===== config.mk =====
export PLATFORM = sky130hd
export DESIGN_NAME = bcd_to_xs3_serial
export DESIGN_NICKNAME = d
export VERILOG_FILES = /design/src/rtl/bcd_xs3_pkg.sv /design/src/rtl/sat_counter.sv /design/src/rtl/bcd_to_xs3_serial.sv
export SDC_FILE = /design/constraint.sdc
export NUM_CORES = 1
export LEC_CHECK = 0
export CAP_MARGIN = 15
export CELL_PAD_IN_SITES_DETAIL_PLACEMENT = 1
export CELL_PAD_IN_SITES_GLOBAL_PLACEMENT = 1
export CORE_MARGIN = 5
export CORE_UTILIZATION = 38
export CTS_BUF_LIST = sky130_fd_sc_hd__clkbuf_4
export DETAILED_ROUTE_END_ITERATION = 7
export GPL_TIMING_DRIVEN = 1
export PLACE_DENSITY_LB_ADDON = 0.1
export SETUP_SLACK_MARGIN = 0.4
export SYNTH_ARGS = -nofsm -noshare
export SYNTH_HDL_FRONTEND = slang
export SYNTH_SLANG_ARGS = --single-unit

===== constraint.sdc =====
create_clock -name Clk -period 2.2 [get_ports Clk]
set_input_delay 0.33 -clock Clk [delete_from_list [all_inputs] [get_ports Clk]]
set_output_delay 0.33 -clock Clk [all_outputs]
set_load 0.03 [all_outputs]

===== src/rtl/bcd_xs3_pkg.sv =====
// bcd_xs3_pkg: state encoding, constants and state decode helpers for the serial BCD to Excess-3 converter
package bcd_xs3_pkg;
  typedef enum logic [2:0] {S0, S1C0, S1C1, S2C0, S2C1, S3C0, S3C1} state_t;
  localparam logic [3:0] XS3_OFFSET = 4'd3;
  localparam logic [3:0] BCD_MAX = 4'd9;
  function automatic logic [1:0] pos_of(input state_t s);
    return (s == S0) ? 2'd0 : (s inside {S1C0, S1C1}) ? 2'd1 : (s inside {S2C0, S2C1}) ? 2'd2 : 2'd3;
  endfunction
  function automatic logic carry_of(input state_t s);
    return s inside {S1C1, S2C1, S3C1};
  endfunction
  function automatic logic [3:0] xs3_of(input logic [3:0] bcd);
    return bcd + XS3_OFFSET;
  endfunction
endpackage


===== src/rtl/sat_counter.sv =====
// sat_counter: up-counter that either wraps or saturates at all-ones
module sat_counter #(
  parameter int W   = 8,
  parameter bit SAT = 1'b0
) (
  input  logic         Clk,
  input  logic         Rst,
  input  logic         i_inc,
  output logic [W-1:0] o_cnt
);
  logic [W-1:0] r_cnt;
  always_ff @(posedge Clk or negedge Rst)
    if (!Rst) r_cnt <= '0;
    else if (i_inc && !(SAT && &r_cnt)) r_cnt <= r_cnt + 1'b1;
  assign o_cnt = r_cnt;
endmodule


===== src/rtl/bcd_to_xs3_serial.sv =====
// bcd_to_xs3_serial: LSB-first serial BCD to Excess-3 Mealy converter with parallel digit capture and counters
module bcd_to_xs3_serial
  import bcd_xs3_pkg::*;
#(
  parameter int CNT_W = 8
) (
  input  logic             Clk,
  input  logic             Rst,
  input  logic             X,
  output logic             Z,
  output logic             Dv,
  output logic             Err,
  output logic [3:0]       Bcd,
  output logic [3:0]       Xs3,
  output logic [CNT_W-1:0] DigitCnt,
  output logic [CNT_W-1:0] ErrCnt
);
  state_t     r_state, w_next;
  logic       w_c, w_z, w_done, w_bad;
  logic [1:0] w_pos;
  logic [3:0] r_xsh, r_zsh, r_bcd, r_xs3, w_bcd, w_xs3;
  logic       r_dv, r_err;
  assign w_c   = carry_of(r_state);
  assign w_pos = pos_of(r_state);
  always_ff @(posedge Clk or negedge Rst)
    if (!Rst) r_state <= S0;
    else r_state <= w_next;
  // Serial add of 0011: bit 0 adds 1, bit 1 adds 1 plus carry, bits 2-3 add carry only
  always_comb begin
    w_next = S0;
    w_z    = ~X;
    case (r_state)
      S1C0, S1C1: begin w_z = ~(X ^ w_c); w_next = (X | w_c) ? S2C1 : S2C0; end
      S2C0, S2C1: begin w_z = X ^ w_c; w_next = (X & w_c) ? S3C1 : S3C0; end
      S3C0, S3C1: w_z = X ^ w_c;
      default:    w_next = X ? S1C1 : S1C0;
    endcase
  end
  // Current bit merged into the shift registers gives the completed digit on the last bit
  always_comb begin
    w_bcd        = r_xsh;
    w_xs3        = r_zsh;
    w_bcd[w_pos] = X;
    w_xs3[w_pos] = w_z;
  end
  assign w_done = (w_pos == 2'd3);
  assign w_bad  = w_bcd > BCD_MAX;
  always_ff @(posedge Clk or negedge Rst)
    if (!Rst) begin
      r_xsh <= '0;
      r_zsh <= '0;
      r_bcd <= '0;
      r_xs3 <= '0;
      r_dv  <= 1'b0;
      r_err <= 1'b0;
    end else begin
      r_xsh <= w_bcd;
      r_zsh <= w_xs3;
      r_dv  <= w_done;
      r_err <= w_done & w_bad;
      if (w_done) begin
        r_bcd <= w_bcd;
        r_xs3 <= w_xs3;
      end
    end
  sat_counter #(.W(CNT_W), .SAT(1'b0)) u_digit_cnt (
    .Clk   (Clk),
    .Rst   (Rst),
    .i_inc (w_done & ~w_bad),
    .o_cnt (DigitCnt)
  );
  sat_counter #(.W(CNT_W), .SAT(1'b1)) u_err_cnt (
    .Clk   (Clk),
    .Rst   (Rst),
    .i_inc (w_done & w_bad),
    .o_cnt (ErrCnt)
  );
  assign Z   = w_z;
  assign Dv  = r_dv;
  assign Err = r_err;
  assign Bcd = r_bcd;
  assign Xs3 = r_xs3;
endmodule


==> metrics.txt, run 1 <==
RSZ-0062 raised after global routing true; Initial Util 0.399; Leakage 1.07 nW; register bit total from synthesis 35; violated checks negative setup slack; gpl congestion between 0.8 and 0.9; Critical Path Fanout Max 4; Worst EP arrival between 1.5 and 2 ns; max cap viols 0; sequential area share after synthesis 0.497; antenna fix cells 0; CP endpoint kind output pin; Commonest cells post-synth 35 x dfrtp_1, 30 x nand2_1, 16 x nor2_1; Clock Latency Late Sink between 0.3 and 0.4 ns; Worst Hold Class primary input to asynchronous set/reset pin; Buffers on Ports 29; maximum clock rate between 0.4 and 0.5 GHz; remaining global-route overflow 0; hold-fix buffers at CTS 0; internal power between 1.5 and 2 mW; Die Ht around 80 um; pin count of the biggest net entering global routing 36; post-DP HPWL around 2800 um; fin crit share 1.03; synthesized area 0.00176 sq mm; H-tree depth 2; antenna viol nets, final 0; CTS tree done; Horiz. Die Dim roughly 78 um; area leader, netlist dfrtp_1; Setup crit start kind flip-flop; Finished Layout Cells 268; final hold violation count 0; CTS Buf Count 5; Post-Syn Nets between 150 and 200; clock network fraction of total power 0.095; yosys warns 0; Max Slew Vio Count 0; VDD IR max around 0.00084 V; final setup vio count 1; Inst Count DP 259; Top-Level Pins 30; Fin Clk Skew about 0.012 ns; Area Overhead vs Synth 26.9%; sequential group share of total power 0.322; final hold slack 0.414 ns; vias per cell around 5.2; die area ~0.0061 sq mm; outcome finished, violations left; top_reg_cell synth dfrtp_1; first-pass GRT wire length 7090 um; final worst slack -0.0739 ns; Synth top area share 0.497; crit path time final about 2.3 ns; CTS Buffer Depth 2; Fin Setup TNS -0.0739 ns; Setup CP Type flip-flop to output pin; Iteration-0 DRC Markers 28; Worst Path Required 1.87 ns; number of synthesized flops with an enable pin 0; slew margin rel. 0.700; slew at the pin with the worst max-slew slack approximately 0.45 ns; GR Util All Layers 0.140; sw power between 1.5 and 2 mW; most common cell in the netlist dfrtp_1; share of post-route cells with drive strength above 1 0.181; fin nets roughly 220; wire length per cell ~15 um; root buffer cell clkbuf_4; Filler cells about 500; initial antenna violation count 0; sw frac 0.452; clock slew at reported path FFs around 0.11 ns; DR pass1 iterations 2; Core Region about 0.0044 sq mm; Pwr Density about 1500 mW/mm^2; asr flop ratio synth 1.00; Post-Syn Area per Cell between 9 and 10 sq um; combinational power share 0.583; via count 1405; vias in the first global route ~1500; DR DRC count 0; clock sink total 35; Final Routed Wirelength between 3000 and 4000 um; ranking of synthesized cells by area dfrtp_1 50%, nand2_1 6.4%, xnor2_1 4.0%; Distinct cells, synth between 40 and 50; Site Rows 24; post-synthesis cell count approximately 180; FF/Latch Area a little under 900 sq um; area of the multi-input gates approximately 830 sq um
## stage by stage
step	total power, mW	util	instance area, sq um	setup WS (ns)
after floorplan	2.51	-	1800	-0.000262
after global placement	3.03	0.486	2140	-0.534
after detailed placement	3.11	0.486	2140	-0.580
after CTS	3.47	0.499	2200	-0.101
after global routing	3.72	0.507	2240	-0.168
final	3.44	0.507	2240	-0.0739
## layout by cell type (no fill, tap or decap), types with 2 or more instances in the layout
cell | synthesis | routed
a21oi_1 | 5 | 5
nand2b_1 | 2 | 2
nor2_1 | 16 | 13
mux2i_1 | 4 | 4
nand2_1 | 30 | 30
nor2_4 | 1 | 3
clkbuf_4 | 0 | 5
dlymetal6s2s_1 | 0 | 6
o22ai_1 | 2 | 2
clkdlybuf4s50_1 | 0 | 16
o21ai_0 | 10 | 10
xor2_1 | 4 | 4
xnor2_1 | 8 | 8
dlygate4sd2_1 | 0 | 6
nor3b_1 | 2 | 2
a211oi_1 | 2 | 2
ha_1 | 4 | 3
dfrtp_1 | 35 | 35
nand4_1 | 3 | 3
buf_4 | 3 | 10
inv_1 | 5 | 4
buf_6 | 2 | 3
mux2_2 | 5 | 5
nand3_1 | 9 | 9
## path summary, 6_finish.rpt
path / start / to / slack (ns) / cells after the start
max in group asynchronous: Rst / u_digit_cnt.o_cnt[5]$_DFFE_PN0P_ / 1.47 / 2
min in group Clk: u_digit_cnt.o_cnt[7]$_DFFE_PN0P_ / u_digit_cnt.o_cnt[7]$_DFFE_PN0P_ / 0.48 / 1
worst max register to register: r_state[1]$_DFF_PN0_ / Bcd[1]$_DFFE_PN0P_ / 0.42 / 6
worst min register to register: u_digit_cnt.o_cnt[7]$_DFFE_PN0P_ / u_digit_cnt.o_cnt[7]$_DFFE_PN0P_ / 0.48 / 1
worst min-delay path: Rst / Xs3[1]$_DFFE_PN0P_ / 0.41 / 2
worst max-delay path: r_state[2]$_DFF_PN0_ / Z / -0.07 / 9
## power groups by stage
stage / Sequential (mW) / Combinational [mW] / Clock, mW
5_1_grt: 1.15 / 2.19 / 0.374
4_1_cts: 1.11 / 2.01 / 0.341
2_1_floorplan: 1.42 / 1.10 / 0
3_3_place_gp: 1.11 / 1.92 / 0
3_5_place_dp: 1.13 / 1.98 / 0
6_report: 1.11 / 2.01 / 0.326
## kinds of logic (layout without fill, tap and decap cells)
family,count (synthesis),in the layout,share of synthesized area
flops,35,35,0.497
simple gates,72,72,0.195
compound gates,29,29,0.105
fa+ha+maj,4,4,0.0284
mux,10,10,0.0632
xor+xnor,12,12,0.0597
buf+inv,15,54,0.0511
## sequential cells by signal (all words and copies together), names as in the netlist
name,flops
Bcd,4
Dv,1
Err,1
Xs3,4
r_state,3
r_xsh,3
r_zsh,3
u_digit_cnt.o_cnt,8
u_err_cnt.o_cnt,8
## timing repair
item	CTS	global route
buffers inserted	1	1
setup endpoints to repair	7	9
pin swaps	1	1
gates resized for setup	15	9
## worst max-delay path: stages (launching register included)
cell and delay, ns:
dfrtp_1 0.43, nor2_4 0.13, nor2_4 0.05, inv_2 0.06
ha_4 0.20, xnor2_1 0.12, a21oi_1 0.12, nor2_1 0.05
a311o_2 0.31, buf_6 0.14
## layer usage
| layer | up-vias | global-route usage | routed length (um) |
|---|---|---|---|
| met5 | - | 0 | 0 |
| met4 | 0 | 0.0405 | 46 |
| met3 | 4 | 0.0389 | 180 |
| met2 | 25 | 0.247 | 1920 |
| met1 | 698 | 0.166 | 1780 |
| li1 | 678 | - | - |
## final cells by class
cell class,count,share of cell area
flip-flops and latches,35,0.392
multi-input cells,127,0.370
repair buffers,41,0.177
well taps,52,0.0291
clock buffers,5,0.0168
inverters,6,0.0112
clock inverters,2,0.00392
No activity file was read; power rests on OpenSTA's default activity.
==> run 2, diff against run 1 <==
--- a/config.mk
+++ b/config.mk
@@ -13,6 +13,7 @@
 export CTS_BUF_LIST = sky130_fd_sc_hd__clkbuf_4
 export DETAILED_ROUTE_END_ITERATION = 7
 export GPL_TIMING_DRIVEN = 1
+export HOLD_SLACK_MARGIN = 0.1
 export PLACE_DENSITY_LB_ADDON = 0.1
 export SETUP_SLACK_MARGIN = 0.4
 export SYNTH_ARGS = -nofsm -noshare
==> results of run 2 <==
No change in the layout: final DEF, timing and power equal those of run 1.
==> run 3, diff against run 2 <==
--- a/config.mk
+++ b/config.mk
@@ -8,7 +8,7 @@
 export CAP_MARGIN = 15
 export CELL_PAD_IN_SITES_DETAIL_PLACEMENT = 1
 export CELL_PAD_IN_SITES_GLOBAL_PLACEMENT = 1
-export CORE_MARGIN = 5
+export CORE_MARGIN = 3
 export CORE_UTILIZATION = 38
 export CTS_BUF_LIST = sky130_fd_sc_hd__clkbuf_4
 export DETAILED_ROUTE_END_ITERATION = 7
@@ -16,6 +16,7 @@
 export HOLD_SLACK_MARGIN = 0.1
 export PLACE_DENSITY_LB_ADDON = 0.1
 export SETUP_SLACK_MARGIN = 0.4
+export SKIP_LAST_GASP = 1
 export SYNTH_ARGS = -nofsm -noshare
 export SYNTH_HDL_FRONTEND = slang
 export SYNTH_SLANG_ARGS = --single-unit
==> run 3 against run 2 <==
Net effect: the flow still finishes with violations (negative setup slack); power grew 0.94%; clock skew decreased by 0.0061 ns; clock power up 7.1%; largest cell class unchanged; highest routed layer unchanged.
==> metrics.txt, run 3 (synthesis results as in run 1) <==
final setup vio count 1 (unchanged); fin nets 224 (was 223); fin crit share 1.04 (was 1.03); Horiz. Die Dim 74.1 um (was 78.1 um); vias per cell 5.25 (was 5.24); Initial Util 0.399 (unchanged); GR Util All Layers 0.162 (was 0.140); outcome finished, violations left (unchanged); total power 3.48 mW (was 3.44 mW); Clock Latency Late Sink 0.34 ns (was 0.33 ns); gpl congestion 0.775 (was 0.812); Critical Path Fanout Max 4 (unchanged); final worst slack -0.0860 ns (was -0.0739 ns); via count 1418 (was 1405); pre-CTS WS -0.593 ns (was -0.580 ns); Max Slew Vio Count 0 (unchanged); Setup crit start kind flip-flop (unchanged); first-pass GRT wire length 6800 um (was 7090 um); maximum clock rate 0.437 GHz (was 0.440 GHz); CTS tree done (unchanged); FF-to-FF Start r_state[0]$_DFF_PN0_ (was r_state[1]$_DFF_PN0_); vias in the first global route 1439 (was 1473); initial antenna violation count 0 (unchanged); CP endpoint kind output pin (unchanged); commonest non-fill, non-tap cell in the layout dfrtp_1 (unchanged); Reg-to-Reg End Bcd[1]$_DFFE_PN0P_ (unchanged); max cap viols 0 (unchanged); Iteration-0 DRC Markers 52 (was 28); CTS Buf Count 5 (unchanged); Setup CP Type flip-flop to output pin (unchanged); CP dominant cell by count nor2_4 (unchanged); RSZ-0062 raised after global routing true (unchanged); final hold violation count 0 (unchanged); Fin Clk Skew 0.00584 ns (was 0.0119 ns); pin count of the biggest net entering global routing 36 (unchanged); Pwr Density 1540 mW/mm^2 (about the same); clock sink total 35 (unchanged); Slowest-stage cell, CP dfrtp_1 (unchanged); Reg2Reg Setup Slack 0.46 ns (was 0.42 ns); die area 0.00549 sq mm (was 0.00610 sq mm); Leakage 1.12 nW (was 1.07 nW); Top-Level Pins 30 (unchanged); Buffers on Ports 29 (unchanged); wire length per cell 14.9 um (was 14.7 um); Site Rows 24 (unchanged); worst-path cell chain nor2_4 > nor2_4 > inv_2 > ha_4 > xnor2_1 > a21oi_1 > nor2_1 > a311o_2 > buf_6 (unchanged); DR pass1 iterations 4 (was 2); post-DP HPWL 2910 um (was 2820 um); clock slew at reported path FFs 0.11 ns (about the same); crit path time final 2.29 ns (was 2.27 ns); max incr delay on CP 0.42 ns (was 0.43 ns); slew margin rel. 0.698 (was 0.700); violated checks negative setup slack (unchanged); DR DRC count 0 (unchanged); Die Ht 74.1 um (was 78.1 um); VDD IR max 0.000819 V (was 0.000839 V); Worst Path Required 1.87 ns (about the same); hold-fix buffers at CTS 0 (unchanged); Worst EP arrival 1.96 ns (was 1.94 ns); Final Routed Wirelength 4030 um (was 3930 um); Worst Hold Class primary input to asynchronous set/reset pin (unchanged); Core Region 0.00441 sq mm (unchanged); root buffer cell clkbuf_4 (unchanged); H-tree depth 2 (unchanged); share of post-route cells with drive strength above 1 0.193 (was 0.181); remaining global-route overflow 0 (unchanged); worst reg-to-reg path cell count 6 (unchanged); Area Overhead vs Synth 27.8% (was 26.9%); final hold slack 0.390 ns (was 0.414 ns); antenna viol nets, final 0 (unchanged); commonest non-fill, non-tap cells in the layout 35 x dfrtp_1, 30 x nand2_1, 13 x nor2_1, 12 x buf_4, 11 x clkdlybuf4s50_1 (was 35 x dfrtp_1, 30 x nand2_1, 16 x clkdlybuf4s50_1, 13 x nor2_1); slew at the pin with the worst max-slew slack 0.452 ns (was 0.449 ns); CTS Buffer Depth 2 (unchanged); antenna fix cells 0 (unchanged)
-- run 3: cell count changes in the layout (fill, tap and decap cells not counted), sizes merged --
cell	previous run	this run
clkdlybuf4s50	16	11
clkinv	2	3
dlymetal6s2s	6	9
dlygate4sd2	6	8
buf	13	14
-- run 3: critical path: cells and delay by family (launching register included) --
kind / cells / cell delay (ns)
and+or+nand+nor: 3 / 0.23
AOI/OAI and AO/OA: 2 / 0.45
buffers and inverters: 2 / 0.20
DFF: 1 / 0.42
adders and majority gates: 1 / 0.20
xor gates and xnor gates: 1 / 0.12
-- run 3: worst max-delay path by stage --
stage | start | to | slack, ns
floorplan | r_state[0]$_DFF_PN0_ | Z | -0.0003
global placement | X | Z | -0.57
detailed placement | X | Z | -0.59
CTS | r_state[1]$_DFF_PN0_ | Z | -0.14
global route | r_state[2]$_DFF_PN0_ | Z | -0.21
finish | r_state[2]$_DFF_PN0_ | Z | -0.09
-- run 3: per-stage QoR --
step | instances | util | instance area (sq um) | setup TNS [ns]
finish | 270 | 0.510 | 2250 | -0.0860
global route | 270 | 0.510 | 2250 | -0.214
CTS | 270 | 0.503 | 2220 | -0.145
detailed placement | 261 | 0.489 | 2160 | -0.593
global placement | 261 | 0.489 | 2160 | -0.570
floorplan | 177 | - | 1800 | -0.000262
-- run 3: where the power goes --
group | total (mW) | internal (mW) | switching, mW
Sequential | 1.11 | 0.900 | 0.211
Combinational | 2.02 | 0.876 | 1.14
Clock | 0.349 | 0.119 | 0.230
Total | 3.48 | 1.89 | 1.58
-- run 3: per-layer routing --
layer	vias up	wire [um]	track usage
met1	707	1740	0.192
met3	2	171	0.0378
met5	-	0	0
li1	682	-	-
met2	27	2080	0.284
met4	0	34	0.0604
-- run 3: layout make-up --
cell class	count	area, sq um
Fill cell	513	2160
Inverter	6	25.0
Timing Repair Buffer	42	405
Clock buffer	5	37.5
Multi-Input combinational cell	127	827
Sequential cell	35	876
Tap cell	52	65.1
Clock inverter	3	15.0
-- run 3: repair_timing --
item / CTS / global route
endpoints found under the hold margin: 0 / 0
setup endpoints to repair: 9 / 14
pin swaps: 2 / 2
resized for setup: 17 / 11
buffers inserted: 1 / 0
